[config.mk]
export PLATFORM = sky130hd
export DESIGN_NAME = main_control_fsm
export DESIGN_NICKNAME = d
export VERILOG_FILES = /design/src/rtl/riscv_ctrl_pkg.sv /design/src/rtl/main_control_fsm.sv
export SDC_FILE = /design/constraint.sdc
export NUM_CORES = 1
export LEC_CHECK = 0
export CORE_MARGIN = 8
export CORE_UTILIZATION = 45
export DETAILED_ROUTE_END_ITERATION = 8
export DONT_BUFFER_PORTS = 1
export PLACE_DENSITY = 0.66
export SYNTH_ARGS = -nofsm -noshare
export SYNTH_HDL_FRONTEND = slang
export SYNTH_SLANG_ARGS = --single-unit
[constraint.sdc]
create_clock -name clk -period 2.59 [get_ports clk]
set_clock_uncertainty 0.05 [all_clocks]
set_input_delay 0.777 -clock clk [delete_from_list [all_inputs] [get_ports clk]]
set_output_delay 0.777 -clock clk [all_outputs]
set_load 0.01 [all_outputs]
[src/rtl/riscv_ctrl_pkg.sv]
// Shared encodings for the multicycle RISC-V main control unit and alu_control.
package riscv_ctrl_pkg;

    typedef enum logic [3:0] {
        ST_FETCH    = 4'd0,
        ST_DECODE   = 4'd1,
        ST_MEMADR   = 4'd2,
        ST_MEMREAD  = 4'd3,
        ST_MEMWB    = 4'd4,
        ST_MEMWRITE = 4'd5,
        ST_EXECUTER = 4'd6,
        ST_ALUWB    = 4'd7,
        ST_BEQ      = 4'd8,
        ST_ILLEGAL  = 4'd9
    } ctrl_state_t;

    localparam logic [6:0] OP_LW  = 7'b0000011;
    localparam logic [6:0] OP_SW  = 7'b0100011;
    localparam logic [6:0] OP_R   = 7'b0110011;
    localparam logic [6:0] OP_BEQ = 7'b1100011;

    localparam logic [1:0] ALUOP_ADD   = 2'b00;
    localparam logic [1:0] ALUOP_SUB   = 2'b01;
    localparam logic [1:0] ALUOP_FUNCT = 2'b10;

    localparam logic [1:0] SRCA_PC    = 2'b00;
    localparam logic [1:0] SRCA_OLDPC = 2'b01;
    localparam logic [1:0] SRCA_RD1   = 2'b10;

    localparam logic [1:0] SRCB_RD2  = 2'b00;
    localparam logic [1:0] SRCB_IMM  = 2'b01;
    localparam logic [1:0] SRCB_FOUR = 2'b10;

    localparam logic [1:0] RES_ALUOUT    = 2'b00;
    localparam logic [1:0] RES_DATA      = 2'b01;
    localparam logic [1:0] RES_ALURESULT = 2'b10;

endpackage

[src/rtl/main_control_fsm.sv]
// Multicycle main control: sequences fetch/decode/execute/memory/writeback
// from the IR opcode and drives datapath enables, selects and alu_op.
module main_control_fsm
    import riscv_ctrl_pkg::*;
(
    input  logic       clk,
    input  logic       rst_n,
    input  logic [6:0] opcode,
    input  logic       zero,
    input  logic       mem_ready,
    output logic       mem_req,
    output logic       mem_write,
    output logic       adr_src,
    output logic       ir_write,
    output logic       pc_write,
    output logic       reg_write,
    output logic [1:0] alu_src_a,
    output logic [1:0] alu_src_b,
    output logic [1:0] result_src,
    output logic [1:0] alu_op,
    output logic       instr_done,
    output logic       illegal_instr
);

    ctrl_state_t state, state_next;
    logic        pc_update;
    logic        branch;

    // State register; reset aborts any access in flight.
    always_ff @(posedge clk or negedge rst_n) begin
        if (!rst_n) state <= ST_FETCH;
        else        state <= state_next;
    end

    // Next-state and Moore output decode; mem_ready/zero only gate strobes.
    always_comb begin
        state_next    = state;
        mem_req       = 1'b0;
        mem_write     = 1'b0;
        adr_src       = 1'b0;
        ir_write      = 1'b0;
        pc_update     = 1'b0;
        branch        = 1'b0;
        reg_write     = 1'b0;
        alu_src_a     = SRCA_PC;
        alu_src_b     = SRCB_RD2;
        result_src    = RES_ALUOUT;
        alu_op        = ALUOP_ADD;
        instr_done    = 1'b0;
        illegal_instr = 1'b0;
        pc_write      = 1'b0;

        case (state)
            ST_FETCH: begin
                mem_req    = 1'b1;
                alu_src_a  = SRCA_PC;
                alu_src_b  = SRCB_FOUR;
                result_src = RES_ALURESULT;
                ir_write   = mem_ready;
                pc_update  = mem_ready;
                if (mem_ready) state_next = ST_DECODE;
            end
            ST_DECODE: begin
                alu_src_a = SRCA_OLDPC;
                alu_src_b = SRCB_IMM;
                case (opcode)
                    OP_LW, OP_SW: state_next = ST_MEMADR;
                    OP_R:         state_next = ST_EXECUTER;
                    OP_BEQ:       state_next = ST_BEQ;
                    default:      state_next = ST_ILLEGAL;
                endcase
            end
            ST_MEMADR: begin
                alu_src_a = SRCA_RD1;
                alu_src_b = SRCB_IMM;
                case (opcode)
                    OP_LW:   state_next = ST_MEMREAD;
                    OP_SW:   state_next = ST_MEMWRITE;
                    default: state_next = ST_ILLEGAL;
                endcase
            end
            ST_MEMREAD: begin
                mem_req = 1'b1;
                adr_src = 1'b1;
                if (mem_ready) state_next = ST_MEMWB;
            end
            ST_MEMWB: begin
                result_src = RES_DATA;
                reg_write  = 1'b1;
                instr_done = 1'b1;
                state_next = ST_FETCH;
            end
            ST_MEMWRITE: begin
                mem_req    = 1'b1;
                mem_write  = 1'b1;
                adr_src    = 1'b1;
                instr_done = mem_ready;
                if (mem_ready) state_next = ST_FETCH;
            end
            ST_EXECUTER: begin
                alu_src_a  = SRCA_RD1;
                alu_src_b  = SRCB_RD2;
                alu_op     = ALUOP_FUNCT;
                state_next = ST_ALUWB;
            end
            ST_ALUWB: begin
                reg_write  = 1'b1;
                instr_done = 1'b1;
                state_next = ST_FETCH;
            end
            ST_BEQ: begin
                alu_src_a  = SRCA_RD1;
                alu_src_b  = SRCB_RD2;
                alu_op     = ALUOP_SUB;
                branch     = 1'b1;
                instr_done = 1'b1;
                state_next = ST_FETCH;
            end
            ST_ILLEGAL: begin
                illegal_instr = 1'b1;
            end
            default: state_next = ST_ILLEGAL;
        endcase

        pc_write = pc_update | (branch & zero);

        // Reset gates every output, so nothing is requested while held.
        if (!rst_n) begin
            mem_req       = 1'b0;
            mem_write     = 1'b0;
            adr_src       = 1'b0;
            ir_write      = 1'b0;
            pc_write      = 1'b0;
            reg_write     = 1'b0;
            alu_src_a     = 2'b00;
            alu_src_b     = 2'b00;
            result_src    = 2'b00;
            alu_op        = 2'b00;
            instr_done    = 1'b0;
            illegal_instr = 1'b0;
        end
    end

endmodule

# Word-level counts from Yosys, hierarchy flattened
# Cells that the tools add are included.
[totals]
reg_bits = 4
latch_bits = 0
mem_bits_rw = 0
rom_bits = 0
inputBits = 11
output_inout_bits = 16
wordCells = 59
n_memories = 0
[op_classes]
addsub = 0
multipliers = 0
div_mod_pow = 0
n_lt_le_gt_ge = 0
eq_ne = 16
shifts = 0
muxes = 30
n_bitwise = 3
n_reduce_logical = 9
[ops]
columns = ["cell", "n"]
rows = [
  ["$pmux W4 S8", 1],
  ["$eq A4 B3 Y1 const B", 4],
  ["$pmux W2 S2", 4],
  ["$mux W1", 15],
  ["$eq A7 B6 Y1 const B", 2],
  ["$mux W4", 3],
  ["$pmux W4 S3", 1],
  ["$reduce_or A3 Y1", 3],
  ["$eq A4 B2 Y1 const B", 2],
  ["$eq A4 B4 Y1 const B", 2],
  ["$mux W2", 4],
  ["$pmux W4 S2", 1],
  ["$reduce_or A2 Y1", 4],
  ["$eq A7 B2 Y1 const B", 1],
  ["$eq A7 B7 Y1 const B", 1],
  ["$ne A2 B2 Y1 const B", 3],
  ["$eq A4 B1 Y1 const B", 1],
  ["$logic_not A4 Y1", 1],
  ["$reduce_and A4 Y1", 1],
  ["$pmux W1 S2", 1],
  ["$and A1 B1 Y1", 1],
  ["$not A1 Y1", 1],
  ["$or A1 B1 Y1", 1],
]

# Logic depth before layout (Yosys ltp)
# Gate-level depths: netlist of run 1.
[depth]
ltp_word = 5
ltp_mapped = 6
depth_no_buf = 4

# Worst setup path before layout of run 1
# No wires, ideal clock.
[synth_timing]
path_type = "in2out"
start = "in rst_n"
end = "out pc_write"
t_arrival_ns = 1.424
t_required_ns = 1.763
slack_ns = 0.339
stages = 4
n_path_buf = 0
path_cell_list = "nand2b_4 > nor4_4 > and2_1 > a21o_1"
[synth_via]
elab_chain_len = 1
[synth_rtl]
columns = ["element", "line_no", "text"]
rows = [
  ["start: declaration", "main_control_fsm.sv:7", "input logic rst_n,"],
  ["$mux W1", "main_control_fsm.sv:128", "if (!rst_n) begin"],
  ["end: declaration", "main_control_fsm.sv:15", "output logic pc_write,"],
]
# Every way passes these cells.

# Worst setup path after layout of run 1
[layout_timing]
start = "reg state[1]"
end = "out alu_src_b[0]"
[layout_via]
elab_chain_len = 4
word_cells_on_any_way = 6
classes_between = "2 x eq/ne; 2 x mux; 2 x reduce/logical"
[layout_rtl]
columns = ["element", "line_no", "text"]
rows = [
  ["start: declaration", "main_control_fsm.sv:25", "ctrl_state_t state, state_next;"],
  ["start signal: assignment", "main_control_fsm.sv:32", "else state <= state_next;"],
  ["$eq A4 B2 Y1 or $eq A4 B1 Y1 (tied branches)", "main_control_fsm.sv:53", "case (state)"],
  ["$reduce_or A2 Y1 (no line)", "n/a", ""],
  ["$pmux W2 S2 *", "main_control_fsm.sv:53", ""],
  ["$mux W2 *", "main_control_fsm.sv:128", ""],
  ["end: declaration", "main_control_fsm.sv:18", "output logic [1:0] alu_src_b,"],
]
# Every way passes the cells marked *; elsewhere a longest branch is shown, timed or not.

==> results of run 1 <==
==> power groups by stage <==
stage | Clock, mW | Sequential (mW) | Combinational (mW)
4_1_cts | 0.0815 | 0.0628 | 0.0129
2_1_floorplan | 0 | 0.0637 | 0.0118
3_5_place_dp | 0 | 0.0637 | 0.0129
6_report | 0.0802 | 0.0629 | 0.0129
3_3_place_gp | 0 | 0.0637 | 0.0127
5_1_grt | 0.0836 | 0.0628 | 0.0143
==> cell usage after synthesis, drive strengths merged <==
library cell and number:
nor2 10, buf 7, nor3 6, nand2b 5
dfrtp 4, nand2 4, o21ai 4, a31oi 3
inv 3, nand3 3, nor4 3, a21oi 2
nand3b 2, a2111oi 1, a211oi 1, a21o 1
a32oi 1, and2 1, and3 1, and4 1
maj3 1, mux2 1, mux2i 1, nand4bb 1
nor2b 1, o211ai 1, o221ai 1, o22ai 1
o311a 1, o31ai 1, or2 1, or3b 1
xnor2 1
==> cell type report <==
type / instances / area (µm²) / share of cell area
Clock buffer: 3 / 22.5 / 0.0350
Sequential cell: 4 / 101 / 0.158
Inverter: 3 / 13.8 / 0.0214
Timing Repair Buffer: 6 / 45.0 / 0.0700
Tap cell: 15 / 18.8 / 0.0292
Multi-Input combinational cell: 62 / 442 / 0.687
==> layout by cell type (no fill, tap or decap), types with 2 or more instances in the layout <==
cell      instances
a31oi_1           3
o21ai_0           3
dfrtp_1           3
nor2_1           10
buf_4             6
nand3_1           3
nand2_1           4
nor3_1            6
nand3b_1          2
nand2b_1          3
nor4_1            2
clkbuf_4          3
==> metal layers <==
metal  track usage  up-vias
met5             0        -
met4        0.0504        0
met3        0.0523        4
met2         0.166       21
met1         0.134      269
li1              -      291
==> timing repair <==
item | CTS | global route
gates resized for setup | 0 | 1
setup buffers | 0 | 0
hold buffers | 0 | 0
endpoints found under the setup margin | 0 | 2
==> kinds of logic (layout without fill, tap and decap cells) <==
group	Yosys count	after routing	synth area share
simple gates	40	40	0.406
compound gates	18	18	0.227
buf+inv	10	12	0.146
flops	4	4	0.158
mux	2	2	0.0335
fa+ha+maj	1	1	0.0158
xor+xnor	1	1	0.0138
==> stage by stage <==
step	utilization	hold slack, ns
final	0.488	0.178
after global routing	0.488	0.173
after CTS	0.487	0.176
after detailed placement	0.470	0.432
after global placement	0.470	0.432
after floorplan	-	0.431
==> final timing paths <==
check / start / endpoint / depth (start not counted)
min reg2reg: state[3]$_DFFE_PN0P_ / state[1]$_DFFE_PN0P_ / 1
max in group asynchronous: rst_n / state[0]$_DFFE_PN0P_ / 0
min in group clk: state[3]$_DFFE_PN0P_ / state[1]$_DFFE_PN0P_ / 1
min: rst_n / state[3]$_DFFE_PN0P_ / 0
max reg2reg: state[1]$_DFFE_PN0P_ / state[3]$_DFFE_PN0P_ / 4
max: state[1]$_DFFE_PN0P_ / alu_src_b[0] / 2
==> summary.md, run 1 <==
| Metric | Value |
|---|---|
| Synth area leader | dfrtp_1 |
| Slew HR | 0.608 |
| CTS tree | built |
| Number of synthesis warnings | 0 |
| RSZ-0062 raised after global routing | false |
| Dpl cells | 90 |
| Worst path top cell family by delay | flip-flops |
| DRT Pass-1 Iters | 4 |
| Biggest register | state |
| Gpl congestion | 0.778 |
| Worst-path fanout max | 17 |
| Worst min path class | primary input to async pin |
| R2R Setup Slk | 0.93 ns |
| Nets | 91 |
| Top flop regs | state (4) |
| Cell Chain, Critical Path | nand2b_2, a211oi_1 |
| Full die area | 2870 µm² |
| Remaining DRCs | 0 |
| Worst setup EP type | output port |
| Largest net degree at the start of global routing | 18 |
| Post-Syn Instances | 76 |
| Synth unique cells | 40 |
| Syn Area/Cell | 8.35 µm² |
| P_sw | 33.3 µW |
| Leak | 0.249 nW |
| Fin crit share | 0.942 |
| Worst path bufs/invs | 0 |
| Vias | 585 |
| Ant. Diodes | 0 |
| TNS Setup | 0 ns |
| Power Total | 156 µW |
| Fillcell total | around 140 |
| Post-place instance area | 619 µm² |
| Synth area leaders | dfrtp_1 (16%), buf_6 (12%), nor2_1 (5.9%) |
| Flop pwr share | 0.403 |
| Worst Path Required | 1.76 ns |
| Clock slew at the register clock pins of the worst setup and hold paths | around 0.040 ns |
| First-pass GRT wire length | 2430 µm |
| Pre-CTS setup slack | between 0.3 and 0.4 ns |
| Setup WS post-layout | 0.149 ns |
| Comb pwr share | 0.083 |
| Critical path class | flop to output port |
| Die Width | 53.5 µm |
| CP max stage cell | dfrtp_1 |
| CTS buffer count | 3 |
| Switch share | 0.213 |
| Gr usage total | 0.112 |
| Met3 WL | ~180 µm |
| DR WL met2 | 675 µm |
| Status | complete, no violations |
| Root buffer cell | clkbuf_4 |
| Final Max Slew Viols | 0 |
| Type of origin of the critical path | flop |
| I/O Buffers | 0 |
| Grt total ovfl | 0 |
| Hpwl dp | between 1000 and 1500 µm |
| Arrival time of the worst setup path | 1.61 ns |
| DR iter-0 viols | 22 |
| Syn nets | 87 |
| Clock power share | 0.514 |
| Mapped Area | 634 µm² |
| Hold Vio Cnt, Final | 0 |
| Die height | approximately 54 µm |
| I/O pin count | 27 |
| Max reg flops | 4 |
| Fin cells | 93 |
| Yosys reg bits | 4 |
| Maximum clock rate | 410 MHz |
| Design Area, Final | ~640 µm² |
| Layout cells sized above 1 | 0.256 |
| Detail Route Antenna Nets | 0 |
| Core box area | between 1000 and 1500 µm² |
| Clock sinks | 4 |
| Htree depth | 1 |
| Vias in the first global route | around 540 |
| DRT met1 WL | 644 µm |
| Setup Viol. Count Final | 0 |
| Worst-skew pair later-pin latency | about 0.24 ns |
| Seq/Total Area, Yosys | 0.158 |
| Peak supply drop | between 200 and 300 µV |
| Synth top area share | 0.158 |
| Power per cell area | 242 nW/µm² |
| Worst slew pin tran | 0.588 ns |
| Area grow syn2layout | 1.38% |
| Routed WL | 1530 µm |
| Internal | between 100 and 150 µW |
| Initial antenna violation count | 0 |
| Max-cap violations | 0 |
| Initial core utilization | 0.481 |
| Final min period | between 2 and 2.5 ns |
| Clock buffer depth | 2 |
| Drt via density | around 6.3 |
| CP max stage delay | 0.58 ns |
| DR top layer | met4 |
| Rows | 13 |
| DR WL/cell | 16.5 µm |
Note: power is estimated with default switching activity, not from simulation.
==> run 2, diff against run 1 <==
==> constraint.sdc (replaced) <==
create_clock -name clk -period 2.59 [get_ports clk]
set_clock_uncertainty 0.05 [all_clocks]
set_input_delay 0.777 -clock clk [delete_from_list [all_inputs] [get_ports clk]]
set_output_delay 0.777 -clock clk [all_outputs]
set_load 0.02 [all_outputs]
==> run 2 against run 1 <==
  * Hold slack improved by 0.012 ns
  * Register-to-register slack improved by 0.02 ns
  * Maximum frequency fell by 0.71%
  * Sequential share of layout area fell by 1.0 points
  * Non-clock buffer count rose by 5
  * Die area did not move
  * Clock power fell by 5.6%
  * Via count rose by 2.1%
  * Setup slack got worse by 0.017 ns
  * Global-route usage barely moved
  * Critical path type unchanged
  * Highest routed layer is now met3
==> summary.md, run 2 (synthesis results as in run 1) <==
| Metric | Value |
|---|---|
| DR WL met2 | 777 µm (+15%) |
| Critical path class | flop to output port |
| Vias | 597 (+2.1%) |
| Vias in the first global route | 560 (+3.3%) |
| Biggest register | state |
| Final min period | 2.46 ns (+0.0175 ns) |
| Clock buffer depth | 2 (unchanged) |
| Clock slew at the register clock pins of the worst setup and hold paths | 0.04 ns (about the same) |
| I/O Buffers | 0 (unchanged) |
| Clock sinks | 4 (unchanged) |
| RSZ-0062 raised after global routing | false |
| First-pass GRT wire length | 2480 µm (+2.0%) |
| FF-to-FF Start | state[2]$_DFFE_PN0P_ |
| Gr usage total | 0.111 (-0.000493) |
| Nets | 96 (+5.5%) |
| Cell Chain, Critical Path | nand2b_1, nand2_1, nor2_1 |
| Worst Hold Slack | 0.190 ns (+0.0120 ns) |
| DR top layer | met3 |
| Rows | 13 (unchanged) |
| Post-cts resize count | 0 (unchanged) |
| Fillcell total | 136 (-4.2%) |
| Hold Vio Cnt, Final | 0 (unchanged) |
| Worst-path fanout max | 13 (-4) |
| Remaining DRCs | 0 (unchanged) |
| Setup Viol. Count Final | 0 (unchanged) |
| Full die area | 2870 µm² (unchanged) |
| Hpwl dp | 1260 µm (+8.0%) |
| Leak | 0.276 nW (+11%) |
| Largest net degree at the start of global routing | 14 (-4) |
| CTS buffer count | 3 (unchanged) |
| TNS Setup | 0 ns (unchanged) |
| Most frequent cells in the layout | buf_4 (11), nor2_1 (10), nor3_1 (6) |
| DRT Pass-1 Iters | 2 (-2) |
| Max-cap violations | 0 (unchanged) |
| R2R Setup Slk | 0.95 ns (+0.02 ns) |
| Initial antenna violation count | 0 (unchanged) |
| Ant. Diodes | 0 (unchanged) |
| CP max stage delay | 0.63 ns (+0.05 ns) |
| Worst path top cell family by delay | simple AND/OR/NAND/NOR gates |
| Worst Reg-to-Reg Cells | 5 (+1) |
| Die Width | 53.5 µm (unchanged) |
| Die height | 53.5 µm (unchanged) |
| Fin crit share | 0.949 (+0.00675) |
| Worst slew pin tran | 0.486 ns (-0.102 ns) |
| Worst setup EP type | output port |
| Commonest non-fill, non-tap cell in the layout | buf_4 |
| Core box area | 1320 µm² (unchanged) |
| Drt via density | 6.09 (-3.2%) |
| Hold Buf Count CTS | 0 (unchanged) |
| Worst Path Required | 1.76 ns (about the same) |
| I/O pin count | 27 (unchanged) |
| DR iter-0 viols | 10 (-55%) |
| Number of cells on the critical path | 3 (+1) |
| Layout cells sized above 1 | 0.289 (+0.0327) |
| Crit path to | reg_write |
| Maximum clock rate | 407 MHz (-0.71%) |
| Met3 WL | 163 µm (-10%) |
| Slew HR | 0.676 (+0.0679) |
| Post-CTS Setup Inserts | 0 (unchanged) |
| CP max stage cell | dfrtp_1 |
| Worst-skew pair later-pin latency | 0.23 ns (about the same) |
| Type of origin of the critical path | flop |
| Area grow syn2layout | 7.10% |
| Setup crit start | state[0]$_DFFE_PN0P_ |
| R2R Path End | state[2]$_DFFE_PN0P_ |
| Initial core utilization | 0.481 (unchanged) |
| Top flop regs | state (4) |
| Htree depth | 1 (unchanged) |
| DR WL/cell | 16.6 µm (+0.34%) |
| Detail Route Antenna Nets | 0 (unchanged) |
| Status | complete, no violations |
| Routed WL | 1620 µm (+5.7%) |
| Worst min path class | primary input to async pin |
| Arrival time of the worst setup path | 1.63 ns (+0.02 ns) |
| Gpl congestion | 0.815 (+4.8%) |
| Max reg flops | 4 (unchanged) |
| DRT met1 WL | 681 µm (+5.7%) |
| Power per cell area | 224 nW/µm² (-7.5%) |
| Peak supply drop | 250 µV (-5.4%) |
| Root buffer cell | clkbuf_4 |
| Grt total ovfl | 0 (unchanged) |
| Worst path bufs/invs | 0 (unchanged) |
| CTS tree | built |
| Final Max Slew Viols | 0 (unchanged) |
-- run 2: changes by cell type in the layout (fill, tap and decap cells not counted), sizes merged --
cell,previous run,this run
buf,6,11
-- run 2: layer usage --
metal,GRT usage,vias to the layer above
li1,-,300
met2,0.174,24
met3,0.0496,0
met5,0,-
met1,0.129,273
met4,0.0462,0
-- run 2: metrics by stage --
step / util / instance area [µm²] / std cells / worst slack (ns) / power (mW)
after floorplan: - / 634 / 76 / 0.0838 / 0.0761
after global placement: 0.499 / 657 / 95 / 0.330 / 0.0770
after detailed placement: 0.499 / 657 / 95 / 0.322 / 0.0775
after CTS: 0.516 / 679 / 98 / 0.107 / 0.157
after global routing: 0.516 / 679 / 98 / 0.0225 / 0.165
final: 0.516 / 679 / 98 / 0.132 / 0.152
-- run 2: power breakdown --
| group | total (mW) | switching, mW | internal [mW] |
|---|---|---|---|
| clock | 0.0757 | 0.0240 | 0.0517 |
| combinational | 0.0138 | 0.00596 | 0.00783 |
| sequential | 0.0629 | 0 | 0.0629 |
| total | 0.152 | 0.0299 | 0.122 |
-- run 2: worst min-delay path by stage --
stage	startpoint	end	slack [ns]	cells past startpoint
final	rst_n	state[3]$_DFFE_PN0P_	0.19	0
after global routing	rst_n	state[1]$_DFFE_PN0P_	0.17	0
after CTS	rst_n	state[3]$_DFFE_PN0P_	0.18	0
after detailed placement	rst_n	state[2]$_DFFE_PN0P_	0.43	0
after global placement	rst_n	state[1]$_DFFE_PN0P_	0.43	0
after floorplan	rst_n	state[0]$_DFFE_PN0P_	0.43	0
-- run 2: cell type report --
type                            count  area (µm²)  area share
Multi-Input combinational cell     62         442       0.650
Sequential cell                     4         100       0.147
Timing Repair Buffer               11        82.6       0.122
Clock buffer                        3        22.5      0.0331
Tap cell                           15        18.8      0.0276
Inverter                            3        13.8      0.0203
-- run 2: worst register-to-register path: cells and delay by family (launching register included) --
| family | cells | cell delay, ns |
|---|---|---|
| AO/OA/AOI/OAI | 2 | 0.24 |
| buffers and inverters | 1 | 0.26 |
| flip-flops | 1 | 0.56 |
| AND/OR/NAND/NOR | 2 | 0.45 |
